**src/rtl/gpio_change_tracer_if.sv**
```systemverilog
// gpio_change_tracer_if: valid/ready read port carrying {value, timestamp} records
interface gpio_change_tracer_if #(
  parameter int WIDTH    = 5,
  parameter int TS_WIDTH = 16
);
  logic                rd_valid;
  logic                rd_ready;
  logic [WIDTH-1:0]    rd_data;
  logic [TS_WIDTH-1:0] rd_time;
  modport master (output rd_valid, rd_data, rd_time, input rd_ready);
  modport slave  (input rd_valid, rd_data, rd_time, output rd_ready);
endinterface

```
**src/rtl/gpio_change_tracer.sv**
```systemverilog
// gpio_change_tracer: timestamps input bus changes into a FWFT FIFO (optional debounce via TRACER_DEBOUNCE_EN)
module gpio_change_tracer #(
  parameter int WIDTH          = 5,
  parameter int DEPTH          = 16,
  parameter int TS_WIDTH       = 16,
  parameter int SAMPLE_DIV     = 1,
  parameter int DEBOUNCE_TICKS = 4
) (
  input  logic                    CLK,
  input  logic                    RESET,
  input  logic [WIDTH-1:0]        sample_in,
  input  logic                    enable,
  input  logic                    clear,
  gpio_change_tracer_if.master    rd,
  output logic [$clog2(DEPTH):0]  count,
  output logic                    overflow
);
  localparam int AW = $clog2(DEPTH);
  localparam int PW = SAMPLE_DIV > 1 ? $clog2(SAMPLE_DIV) : 1;
  logic [WIDTH-1:0]          sync1_q, sync2_q, prev_q, prev_d;
  logic [PW-1:0]             pre_q, pre_d;
  logic [TS_WIDTH-1:0]       ts_q, ts_d;
  logic [AW-1:0]             wp_q, wp_d, rp_q, rp_d;
  logic [AW:0]               cnt_q, cnt_d;
  logic                      ovf_q, ovf_d;
  logic [WIDTH+TS_WIDTH-1:0] mem_q [DEPTH];
  logic                      tick, accept, push, pop, wr, valid;

  assign tick = pre_q == PW'(SAMPLE_DIV - 1);

`ifdef TRACER_DEBOUNCE_EN
  localparam int CW = $clog2(DEBOUNCE_TICKS + 1);
  logic [WIDTH-1:0] cand_q;
  logic [CW-1:0]    db_q;
  logic             same;
  assign same   = sync2_q == cand_q;
  assign accept = tick && sync2_q != prev_q && same && db_q == CW'(DEBOUNCE_TICKS);
  // Count consecutive ticks a new value has held; any other value restarts the run
  always_ff @(posedge CLK or negedge RESET)
    if (!RESET) begin
      cand_q <= '0;
      db_q   <= '0;
    end else if (tick) begin
      cand_q <= sync2_q;
      db_q   <= (sync2_q == prev_q || accept) ? '0 : !same ? CW'(1) : db_q + CW'(1);
    end
`else
  logic unused_db;
  assign unused_db = DEBOUNCE_TICKS != 0;
  assign accept    = tick && sync2_q != prev_q;
`endif

  assign valid = cnt_q != '0;
  assign push  = accept && enable && !clear;
  assign pop   = valid && rd.rd_ready && !clear;
  assign wr    = push && (cnt_q != (AW+1)'(DEPTH) || pop);

  // Next state: clear flushes queue/time but keeps change history; a push into a full queue without a pop is dropped
  always_comb begin
    pre_d  = (clear || tick) ? '0 : pre_q + PW'(1);
    ts_d   = clear ? '0 : ts_q + TS_WIDTH'(tick);
    prev_d = accept ? sync2_q : prev_q;
    cnt_d  = clear ? '0 : cnt_q + (AW+1)'(wr) - (AW+1)'(pop);
    ovf_d  = !clear && (ovf_q || (push && !wr));
    wp_d   = clear ? '0 : wp_q + AW'(wr);
    rp_d   = clear ? '0 : rp_q + AW'(pop);
  end

  // Synchroniser runs every clock; the rest advances from the next-state logic
  always_ff @(posedge CLK or negedge RESET)
    if (!RESET) begin
      sync1_q <= '0;
      sync2_q <= '0;
      prev_q  <= '0;
      pre_q   <= '0;
      ts_q    <= '0;
      wp_q    <= '0;
      rp_q    <= '0;
      cnt_q   <= '0;
      ovf_q   <= 1'b0;
    end else begin
      sync1_q <= sample_in;
      sync2_q <= sync1_q;
      prev_q  <= prev_d;
      pre_q   <= pre_d;
      ts_q    <= ts_d;
      wp_q    <= wp_d;
      rp_q    <= rp_d;
      cnt_q   <= cnt_d;
      ovf_q   <= ovf_d;
    end

  // Record storage needs no reset: reads are masked while the queue is empty
  always_ff @(posedge CLK)
    if (wr) mem_q[wp_q] <= {sync2_q, ts_q};

  assign rd.rd_valid              = valid;
  assign {rd.rd_data, rd.rd_time} = valid ? mem_q[rp_q] : '0;
  assign count                    = cnt_q;
  assign overflow                 = ovf_q;
endmodule
```
**src/flat_wrapper.sv**
```systemverilog
// flat-port wrapper written by rule: the top's interface ports become plain ports
module gpio_change_tracer_flat 
#(
  parameter int WIDTH          = 5,
  parameter int DEPTH          = 16,
  parameter int TS_WIDTH       = 16,
  parameter int SAMPLE_DIV     = 1,
  parameter int DEBOUNCE_TICKS = 4
)
  (CLK, RESET, sample_in, enable, clear, count, overflow, rd_rd_valid, rd_rd_data, rd_rd_time, rd_rd_ready);
  gpio_change_tracer_if #(.WIDTH(WIDTH), .TS_WIDTH(TS_WIDTH)) rd_i ();
  input  logic CLK;
  input  logic RESET;
  input  logic [WIDTH-1:0] sample_in;
  input  logic enable;
  input  logic clear;
  output logic [$clog2(DEPTH):0] count;
  output logic overflow;
  output wire logic [$bits(rd_i.rd_valid)-1:0] rd_rd_valid;
  output wire logic [$bits(rd_i.rd_data)-1:0] rd_rd_data;
  output wire logic [$bits(rd_i.rd_time)-1:0] rd_rd_time;
  input wire logic [$bits(rd_i.rd_ready)-1:0] rd_rd_ready;
  assign rd_rd_valid = rd_i.rd_valid;
  assign rd_rd_data = rd_i.rd_data;
  assign rd_rd_time = rd_i.rd_time;
  assign rd_i.rd_ready = rd_rd_ready;
  gpio_change_tracer #(.WIDTH(WIDTH), .DEPTH(DEPTH), .TS_WIDTH(TS_WIDTH), .SAMPLE_DIV(SAMPLE_DIV), .DEBOUNCE_TICKS(DEBOUNCE_TICKS)) u_core (.CLK(CLK), .RESET(RESET), .sample_in(sample_in), .enable(enable), .clear(clear), .rd(rd_i), .count(count), .overflow(overflow));
endmodule
```
**config.mk**
```make
export PLATFORM = sky130hd
export DESIGN_NAME = gpio_change_tracer_flat
export DESIGN_NICKNAME = d
export VERILOG_FILES = /design/src/rtl/gpio_change_tracer_if.sv /design/src/rtl/gpio_change_tracer.sv /design/src/flat_wrapper.sv
export SDC_FILE = /design/constraint.sdc
export NUM_CORES = 1
export LEC_CHECK = 0
export CORE_UTILIZATION = 35
export CTS_CLUSTER_SIZE = 30
export DETAILED_ROUTE_END_ITERATION = 10
export DONT_BUFFER_PORTS = 1
export GPL_ROUTABILITY_DRIVEN = 0
export SLEW_MARGIN = 20
export SYNTH_ARGS = -nofsm -noshare
export SYNTH_HDL_FRONTEND = slang
export SYNTH_SLANG_ARGS = --single-unit
```
**constraint.sdc**
```tcl
create_clock -name CLK -period 10.6 [get_ports CLK]
set_input_delay 2.12 -clock CLK [delete_from_list [all_inputs] [get_ports CLK]]
set_output_delay 2.12 -clock CLK [all_outputs]
set_load 0.05 [all_outputs]
```
Word-level counts from Yosys, hierarchy flattened
Memory sizes are Yosys's and may differ from the RTL's.
Cells that the tools add are included.

word-level totals
  register bits = 46
  latch bits = 0
  memory bits (writable) = 336
  bits in read-only memories = 0
  output and inout bits = 28
  word-level logic and storage cells = 41
  memories kept = 1

cells by class
  add/sub/neg operators = 6
  $mul = 0
  divide/modulo/power cells = 0
  magnitude comparators = 0
  equal/unequal tests = 2
  shift-type cells = 0
  mux-type cells = 8
  bitwise gates (word level) = 1
  reductions and logical operators = 14

memory list
  memory        words  bits a word  read ports  clocked after Yosys merged registers in  wr ports  RTL line                  RTL
  u_core.mem_q  16     21           1           0                                        1         gpio_change_tracer.sv:26  logic [WIDTH+TS_WIDTH-1:0] mem_q [DEPTH];

operator list
  cell                                  number
  2-to-1 mux 21 bit                     1
  adder 16 x 1 -> 16 bit                1
  2-to-1 mux 16 bit                     1
  adder 4 x 1 -> 4 bit                  2
  logical AND 1 bit                     8
  2-to-1 mux 4 bit                      2
  adder 5 x 1 -> 5 bit                  1
  2-to-1 mux 5 bit                      1
  != test 5 bit                         1
  != test 5 bit, second input constant  1
  nonzero test 5 bit                    1
  subtractor 5 x 1 -> 5 bit             1
  logical OR 1 bit                      3
  2-to-1 mux 1 bit                      3
  logical NOT 1 bit                     2
  adder 1 bit, second input constant    1
  inverter 1 bit                        1

Depth between registers and ports, before layout
Gate-level depths: netlist of the first run.

  word-level depth = 9
  gate-level depth with buffers = 14
  mapped depth without buffers = 13

Least setup slack after synthesis of the first run
OpenSTA, ideal clock, no wires.

  path kind = input to register
  start = input port clear
  end = memory u_core.mem_q[1][0] (netlist name), enable pin
  setup time = 0.452 ns
  arrival time = 4.889 ns
  data required time = 10.148 ns
  path slack = 5.258 ns
  stages on the path = 4
  buffers on the path = 0
  path through = or3b_1 > a31oi_1 > o21ai_2 > nor4_1

between the ends
  longest elaborated chain between the ends = 6

ends and longest elaborated chain
  item                                        RTL line                                            RTL
  from (decl)                                 flat_wrapper.sv:16                                  input logic clear;
  logical NOT 1 bit (*)                       gpio_change_tracer.sv:54, gpio_change_tracer.sv:55
  logical AND 1 bit                           gpio_change_tracer.sv:55                            assign pop = valid && rd.rd_ready && !clear;
  logical OR 1 bit                            gpio_change_tracer.sv:56                            assign wr = push && (cnt_q != (AW+1)'(DEPTH) || pop);
  logical AND 1 bit (*)                       gpio_change_tracer.sv:56
  2-to-1 mux 1 bit (*)                        gpio_change_tracer.sv:95                            if (wr) mem_q[wp_q] <= {sync2_q, ts_q};
  2-to-1 mux 1 bit (implied by the code) (*)  gpio_change_tracer.sv:95
  to (decl)                                   gpio_change_tracer.sv:26

Every way passes the cells marked *; elsewhere a longest branch is shown, timed or not.

Worst setup path in the final report of the first run
  start = register u_core.cnt_q[2] (netlist: u_core.count[2])
  end = output port rd_rd_time[5]

between the ends
  longest elaborated chain between the ends = 2

ends and longest elaborated chain
  item                    RTL line                  RTL
  from (decl)             gpio_change_tracer.sv:24  logic [AW:0] cnt_q, cnt_d;
  from (signal assigned)  gpio_change_tracer.sv:89  cnt_q <= cnt_d;
  nonzero test 5 bit      gpio_change_tracer.sv:53  assign valid = cnt_q != '0;
  2-to-1 mux 21 bit       gpio_change_tracer.sv:98  assign {rd.rd_data, rd.rd_time} = valid ? mem_q[rp_q] : '0;
  to (decl)               flat_wrapper.sv:21        output wire logic [$bits(rd_i.rd_time)-1:0] rd_rd_time;

Every way passes these cells.

==> results of run 1 <==
-- kinds of logic (layout without fill, tap and decap cells) --
| kind of cell | count (synthesis) | after routing |
|---|---|---|
| buffers and inverters | 50 | 116 |
| xor gates and xnor gates | 21 | 21 |
| DFF | 382 | 382 |
| and+or+nand+nor | 111 | 111 |
| other | 1 | 1 |
| AOI/OAI and AO/OA | 57 | 57 |
| muxes | 90 | 90 |
| adders and majority gates | 13 | 13 |
-- through the flow --
| stage | setup slack [ps] | instance area (µm²) |
|---|---|---|
| floorplan | 5258 | 14760 |
| detailed placement | 5270 | 15570 |
| global placement | 5259 | 15550 |
| global route | 4696 | 16900 |
| CTS | 4670 | 16880 |
| finish | 4889 | 16900 |
-- state kept, by name, indices dropped and copies added (netlist names), 4 cells and up --
name and cells:
u_core.count 5, u_core.mem_q 336, u_core.prev_q 5, u_core.rp_q 4
u_core.sync1_q 5, u_core.sync2_q 5, u_core.ts_q 16, u_core.wp_q 4
-- critical path, stage by stage, from the launching register on --
cell	delay, ps
sky130_fd_sc_hd__dfrtp_1	660
sky130_fd_sc_hd__inv_1	130
sky130_fd_sc_hd__ha_1	250
sky130_fd_sc_hd__nor4b_4	180
sky130_fd_sc_hd__nor3b_2	820
sky130_fd_sc_hd__buf_4	400
sky130_fd_sc_hd__a22oi_1	130
sky130_fd_sc_hd__nand2_1	450
-- report_power, final --
group,switching [mW],internal [mW]
logic,0.338,0.177
registers,0.0712,1.64
clock network,0.578,0.793
total,0.987,2.61
-- final cells by class --
type                            count  share of cell area
Multi-Input combinational cell    293              0.2023
Timing Repair Buffer               24             0.01140
Inverter                           16            0.003553
Sequential cell                   382              0.6654
Clock inverter                     15            0.009252
Clock buffer                       61             0.06869
Tap cell                          532             0.03938
-- cell usage after synthesis, types with 6 or more instances --
library cell | count | share of area
sky130_fd_sc_hd__a22oi_1 | 41 | 0.021
sky130_fd_sc_hd__buf_2 | 7 | 0.0024
sky130_fd_sc_hd__clkbuf_1 | 21 | 0.0053
sky130_fd_sc_hd__dfrtp_1 | 46 | 0.078
sky130_fd_sc_hd__edfxtp_1 | 336 | 0.68
sky130_fd_sc_hd__ha_1 | 12 | 0.010
sky130_fd_sc_hd__inv_1 | 16 | 0.0041
sky130_fd_sc_hd__mux4_2 | 84 | 0.13
sky130_fd_sc_hd__nand2_1 | 29 | 0.0074
sky130_fd_sc_hd__nand3_1 | 9 | 0.0031
sky130_fd_sc_hd__nor2_1 | 19 | 0.0048
sky130_fd_sc_hd__nor2b_1 | 9 | 0.0038
sky130_fd_sc_hd__nor3_1 | 16 | 0.0054
sky130_fd_sc_hd__nor4_1 | 10 | 0.0042
sky130_fd_sc_hd__o21ai_0 | 6 | 0.0020
sky130_fd_sc_hd__xnor2_1 | 16 | 0.0095
-- worst max path at each step --
stage / from / endpoint / slack (ps)
after global placement: u_core.rp_q[0] / rd_rd_time[2] / 5260
after CTS: u_core.rp_q[0] / rd_rd_time[2] / 4670
after floorplan: clear / u_core.mem_q[1][0] / 5260
after detailed placement: u_core.rp_q[0] / rd_rd_time[2] / 5270
after global routing: u_core.rp_q[0] / rd_rd_time[2] / 4700
final: u_core.count[2] / rd_rd_time[5] / 4890
-- per-layer routing --
| layer | up-vias | global-route usage | wire length (µm) |
|---|---|---|---|
| met1 | 3648 | 0.2149 | 14270 |
| met5 | - | 0 | 0 |
| met4 | 0 | 0.04246 | 518 |
| met3 | 41 | 0.02799 | 1717 |
| li1 | 3033 | - | - |
| met2 | 201 | 0.2256 | 14480 |
==> implementation parameters, run 1 <==
Parameter                              Value

Job
  Count of max-cap constraint violations ... 0

Power
  Total Power ... 3.601 mW
  Power density relative to cell area ... 213.0 mW/mm²
  LEAKAGE ... 5.414 nW
  Worst vdd rail ir drop ... 0.0001193 V

Yosys
  Main combinational cell family by area after synthesis ... multiplexers
  Share of the synthesized area in compound gates (AO/OA/AOI/OAI) ... 0.02713
  Count of state elements after synthesis ... 382
  EDFF count, synth ... 336
  Post-synthesis share of cell area spent on full adders, half adders and majority gates ... 0.01153
  FFs w/ async S/R, synth ... 0.1204
  Primary flip-flop cell chosen by synthesis mapping ... sky130_fd_sc_hd__edfxtp_1
  Number of library cell types mapped by synthesis ... 39
  Post-Synth XOR/XNOR Area ... 0.01246
  Multiplexer share of the synthesized area ... 0.1327
  Synthesized Nets ... 748
  Fraction of the yosys area taken by sequential cells ... 0.7617
  Synthesized area ... 0.01476 mm²
  Post-synthesis simple-gate area fraction ... 0.03917
  Warnings from Yosys ... 0
  Syn avg cell area ... 20.36 µm²
  Gate count of the mapped netlist ... 725

Floorplanning
  Initial cell density of the core ... 0.3582
  Placeable core region ... 0.04120 mm²
  Number of cell rows ... 74
  I/O pin total ... 38
  Die Height ... 207.3 µm
  Die outline area ... 0.04299 mm²
  Width of the die ... 207.3 µm

Detailed routing
  Antenna-violating nets left ... 0
  Post-detailed-routing wire length ... 30.99 mm
  Average vias per placed instance ... 5.233
  Average wire length per cell after detail routing ... 23.43 µm
  DRC ... 0
  Total number of vias ... 6,923
  Drt initial violations ... 549
  Iteration count of the initial detailed-routing pass ... 5

CTS
  CTS Root Cell ... sky130_fd_sc_hd__clkbuf_16
  Total of cells resized after clock tree synthesis ... 0
  Number of sinks handled by clock tree synthesis ... 382
  Clock tree from TritonCTS ... yes
  # H-tree levels ... 2
  Clock buffers created by TritonCTS ... 41
  Number of buffers added for setup after CTS ... 0
  Source-to-sink clock delay at the later pin of the worst-skew pair ... 550 ps
  Hold Buf Count CTS ... 0
  Max Buffers Root-to-Sink ... 3
  CTS clk-pin slew, worst paths ... 60 ps

Cells and area
  Number of standard cells in the layout, taps in and fillers out ... 1,323
  Sequential standard cell area ... 0.01125 mm²
  Count of fill cells added during filler insertion ... 3,559
  Share of final-layout standard cells stronger than drive strength 1 ... 0.2503
  Area overhead of the layout relative to synthesis ... 14.54%
  Final core area utilization ... 0.4103
  Most used cells in the layout excluding fill and tap cells ... sky130_fd_sc_hd__edfxtp_1, sky130_fd_sc_hd__mux4_2, sky130_fd_sc_hd__dfrtp_1
  Area occupied by multi-input gates ... 0.003420 mm²
  Nets@finish ... 781
  Number of antenna repair diodes ... 0
  Most common cell after layout, fill and taps aside ... sky130_fd_sc_hd__edfxtp_1

STA
  Unrepaired setup endpoints after global routing ... false
  Setup TNS ... 0 ps
  Achievable frequency ... 0.1751 GHz
  Worst slew margin ... 0.2802
  Tcrit/Tclk final ... 0.5387
  Final-report max-slew violation count ... 0
  Number of failing hold endpoints at the final stage ... 0
  Minimum clock period ... 5711 ps
  Setup-failing EPs final ... 0
  Pin slew with the least headroom to its limit ... 1080 ps
  Final worst clock skew ... 18.04 ps
  Final Hold Slack ... 343.7 ps

Worst hold path
  Hold path endpoint ... u_core.sync2_q[3]
  Hold Path Class ... reg -> reg
  Hold wc startpoint ... u_core.sync1_q[3]
  Count of cells along the worst hold path ... 0

Global routing
  GR Overflow Total ... 0
  GRT Util Overall ... 0.1475
  Initial antenna violation count ... 0
  Largest net degree at the start of global routing ... 60
  Wire length of the first global-routing pass ... 46.67 mm
  Via count of the first global-routing pass ... 7,122

Worst setup path
  Reg-to-reg setup timing slack ... 7180 ps
  Type of origin of the critical path ... flop
  Depth of the worst register-to-register path ... 7
  R2r endpoint ... u_core.mem_q[2][1]
  Worst EP required ... 8480 ps
  Launching point of the worst reg2reg path ... u_core.count[2]
  Start-to-end type of the worst setup path ... reg -> out
  CP Data Arrival Time ... 3590 ps
  Largest fanout of any net on the critical path ... 13
  Crit end category ... primary output

Placement
  Estimated wirelength of the detail-placed design ... 16.53 mm
  Dpl cells ... 1,246
  Total of buffers placed on input and output ports ... 0

Run status
  Outcome ... finished, final reports clean
No activity file was read; power rests on OpenSTA's default activity.
==> inputs of run 2 (changes only) <==
==> constraint.sdc (replaced) <==
create_clock -name CLK -period 5.6 [get_ports CLK]
set_input_delay 1.12 -clock CLK [delete_from_list [all_inputs] [get_ports CLK]]
set_output_delay 1.12 -clock CLK [all_outputs]
set_load 0.05 [all_outputs]
==> run 2 against run 1 <==
Combinational power grew 87%. Highest routed layer unchanged. Setup slack lost 3600 ps. Routed wire length grew 2.5%. Sequential share of layout area grew 0.089 points. Non-clock buffer count grew 2. Via count shrank 1.6%. Cell area shrank 0.13%. Utilization shrank 0.055 points. Hold slack lost 74 ps. Critical path depth is the same. First-iteration DRC count shrank 4.4%. Total power grew 89%.
==> implementation parameters, run 2 (synthesized netlist as in run 1, its figures left out) <==
Parameter                              Value

Run status
  Outcome ... finished, final reports clean (unchanged)

STA
  Unrepaired setup endpoints after global routing ... false (unchanged)
  Final worst clock skew ... 18.77 ps (was 18.04 ps)
  Achievable frequency ... 0.2296 GHz
  Setup TNS ... 0 ps (unchanged)
  Final Hold Slack ... 269.8 ps (was 343.7 ps)
  Worst slew margin ... 0.2678 (was 0.2802)
  Setup-failing EPs final ... 0 (unchanged)
  Final-report max-slew violation count ... 0 (unchanged)
  Minimum clock period ... 4355 ps
  Tcrit/Tclk final ... 0.7777
  Pin slew with the least headroom to its limit ... 1092 ps (was 1080 ps)
  Crit path setup slack, layout ... 1245 ps (was 4889 ps)
  Number of failing hold endpoints at the final stage ... 0 (unchanged)

Cells and area
  Sequential standard cell area ... 0.01125 mm² (unchanged)
  Share of final-layout standard cells stronger than drive strength 1 ... 0.2500 (was 0.2503)
  Number of antenna repair diodes ... 0 (unchanged)
  Area occupied by multi-input gates ... 0.003408 mm² (was 0.003420 mm²)
  Nets@finish ... 783 (was 781)
  Most flop-heavy register ... u_core.mem_q (unchanged)
  Count of fill cells added during filler insertion ... 3,612 (was 3,559)
  Biggest regs ... u_core.mem_q (336), u_core.ts_q (16) (unchanged)
  Most used cells in the layout excluding fill and tap cells ... sky130_fd_sc_hd__edfxtp_1, sky130_fd_sc_hd__mux4_2, sky130_fd_sc_hd__dfrtp_1 (unchanged)
  Most common cell after layout, fill and taps aside ... sky130_fd_sc_hd__edfxtp_1 (unchanged)
  Area overhead of the layout relative to synthesis ... 14.39% (was 14.54%)
  Flip-flop count of the largest register after layout ... 336 (unchanged)

CTS
  # H-tree levels ... 2 (unchanged)
  Max Buffers Root-to-Sink ... 3 (unchanged)
  Number of buffers added for setup after CTS ... 0 (unchanged)
  Total of cells resized after clock tree synthesis ... 0 (unchanged)
  Clock buffers created by TritonCTS ... 41 (unchanged)
  Number of sinks handled by clock tree synthesis ... 382 (unchanged)
  Source-to-sink clock delay at the later pin of the worst-skew pair ... 550 ps (about the same)
  Clock tree from TritonCTS ... yes (unchanged)
  CTS Root Cell ... sky130_fd_sc_hd__clkbuf_16 (unchanged)
  Hold Buf Count CTS ... 0 (unchanged)
  CTS clk-pin slew, worst paths ... 60 ps (about the same)

Floorplanning
  Width of the die ... 207.3 µm (unchanged)
  Placeable core region ... 0.04120 mm² (unchanged)
  Number of cell rows ... 74 (unchanged)
  Die Height ... 207.3 µm (unchanged)
  I/O pin total ... 38 (unchanged)
  Die outline area ... 0.04299 mm² (unchanged)
  Initial cell density of the core ... 0.3582 (unchanged)

Global routing
  Largest net degree at the start of global routing ... 63 (was 60)
  Initial antenna violation count ... 0 (unchanged)
  Wire length of the first global-routing pass ... 47.46 mm (was 46.67 mm)
  GR Overflow Total ... 0 (unchanged)
  GRT Util Overall ... 0.1504 (was 0.1475)
  Via count of the first global-routing pass ... 7,131 (was 7,122)

Detailed routing
  Post-detailed-routing wire length ... 31.76 mm (was 30.99 mm)
  Average wire length per cell after detail routing ... 23.99 µm (was 23.43 µm)
  Drt initial violations ... 525 (was 549)
  Average vias per placed instance ... 5.147 (was 5.233)
  Iteration count of the initial detailed-routing pass ... 4 (was 5)
  Antenna-violating nets left ... 0 (unchanged)
  Total number of vias ... 6,814 (was 6,923)
  DRC ... 0 (unchanged)

Worst hold path
  Hold Path Class ... in -> async (was reg -> reg)

Worst setup path
  Launching point of the worst reg2reg path ... u_core.count[2] (unchanged)
  Worst setup startpoint ... u_core.count[2] (unchanged)
  Type of origin of the critical path ... flop (unchanged)
  Largest fanout of any net on the critical path ... 13 (unchanged)
  CP Data Arrival Time ... 3240 ps (was 3590 ps)
  Reg-to-reg setup timing slack ... 2070 ps (was 7180 ps)
  Worst EP required ... 4480 ps (was 8480 ps)
  Start-to-end type of the worst setup path ... reg -> out (unchanged)
  Crit end category ... primary output (unchanged)

Job
  Count of max-cap constraint violations ... 0 (unchanged)

Placement
  Total of buffers placed on input and output ports ... 0 (unchanged)
  Post-placement worst setup slack ... 1748 ps (was 5270 ps)
  Estimated wirelength of the detail-placed design ... 17.47 mm (was 16.53 mm)

Power
  Worst vdd rail ir drop ... 0.0003178 V (was 0.0001193 V)
  Power density relative to cell area ... 402.9 mW/mm² (was 213.0 mW/mm²)
  LEAKAGE ... 5.439 nW (was 5.414 nW)
run 2: cell count changes in the layout (fill, tap and decap cells not counted), sizes merged:
cell and delta:
clkinv +7, clkbuf -5, clkinvlp -3, buf +2
run 2: area by class of cell:
class,count,area share
Clock buffer,56,0.06774
Clock inverter,19,0.008746
Inverter,16,0.003558
Multi-Input combinational cell,293,0.2019
Sequential cell,382,0.6663
Tap cell,532,0.03943
Timing Repair Buffer,26,0.01230
run 2: metrics by stage:
stage / area [µm²] / util / cells / power, mW
floorplan: 14760 / - / 725 / 4.095
global placement: 15580 / 0.3782 / 1249 / 4.295
detailed placement: 15580 / 0.3782 / 1249 / 4.300
CTS: 16870 / 0.4096 / 1324 / 6.882
global route: 16880 / 0.4097 / 1324 / 7.053
finish: 16880 / 0.4097 / 1324 / 6.802
run 2: final timing paths:
path,end,cells past startpoint
max in group asynchronous,u_core.rp_q[1],0
min in group CLK,u_core.sync2_q[0],0
setup reg to reg,u_core.mem_q[12][11],7
hold reg to reg,u_core.sync2_q[0],0
setup / recovery,rd_rd_time[1],7
hold / removal,u_core.ts_q[11],0
run 2: worst max-delay path, cell delays in order, from the launching register on:
cell                      delay, ps
sky130_fd_sc_hd__dfrtp_1        660
sky130_fd_sc_hd__inv_1          140
sky130_fd_sc_hd__ha_1           240
sky130_fd_sc_hd__nor4b_4        180
sky130_fd_sc_hd__nor3b_2        550
sky130_fd_sc_hd__buf_4          390
sky130_fd_sc_hd__a22oi_1        150
sky130_fd_sc_hd__nand2_1        380
run 2: layer usage:
metal  global-route usage  up-vias  share of wire
li1                     -     3024              -
met1               0.2118     3593           0.46
met2               0.2413      153           0.48
met3              0.02753       44          0.049
met4              0.03860        0          0.017
met5                    0        -              0
run 2: report_power, final:
group          internal (mW)  switching (mW)  total, mW
sequential              3.11           0.148       3.26
clock                   1.49            1.09       2.58
combinational          0.339           0.623      0.962
total                   4.94            1.86       6.80
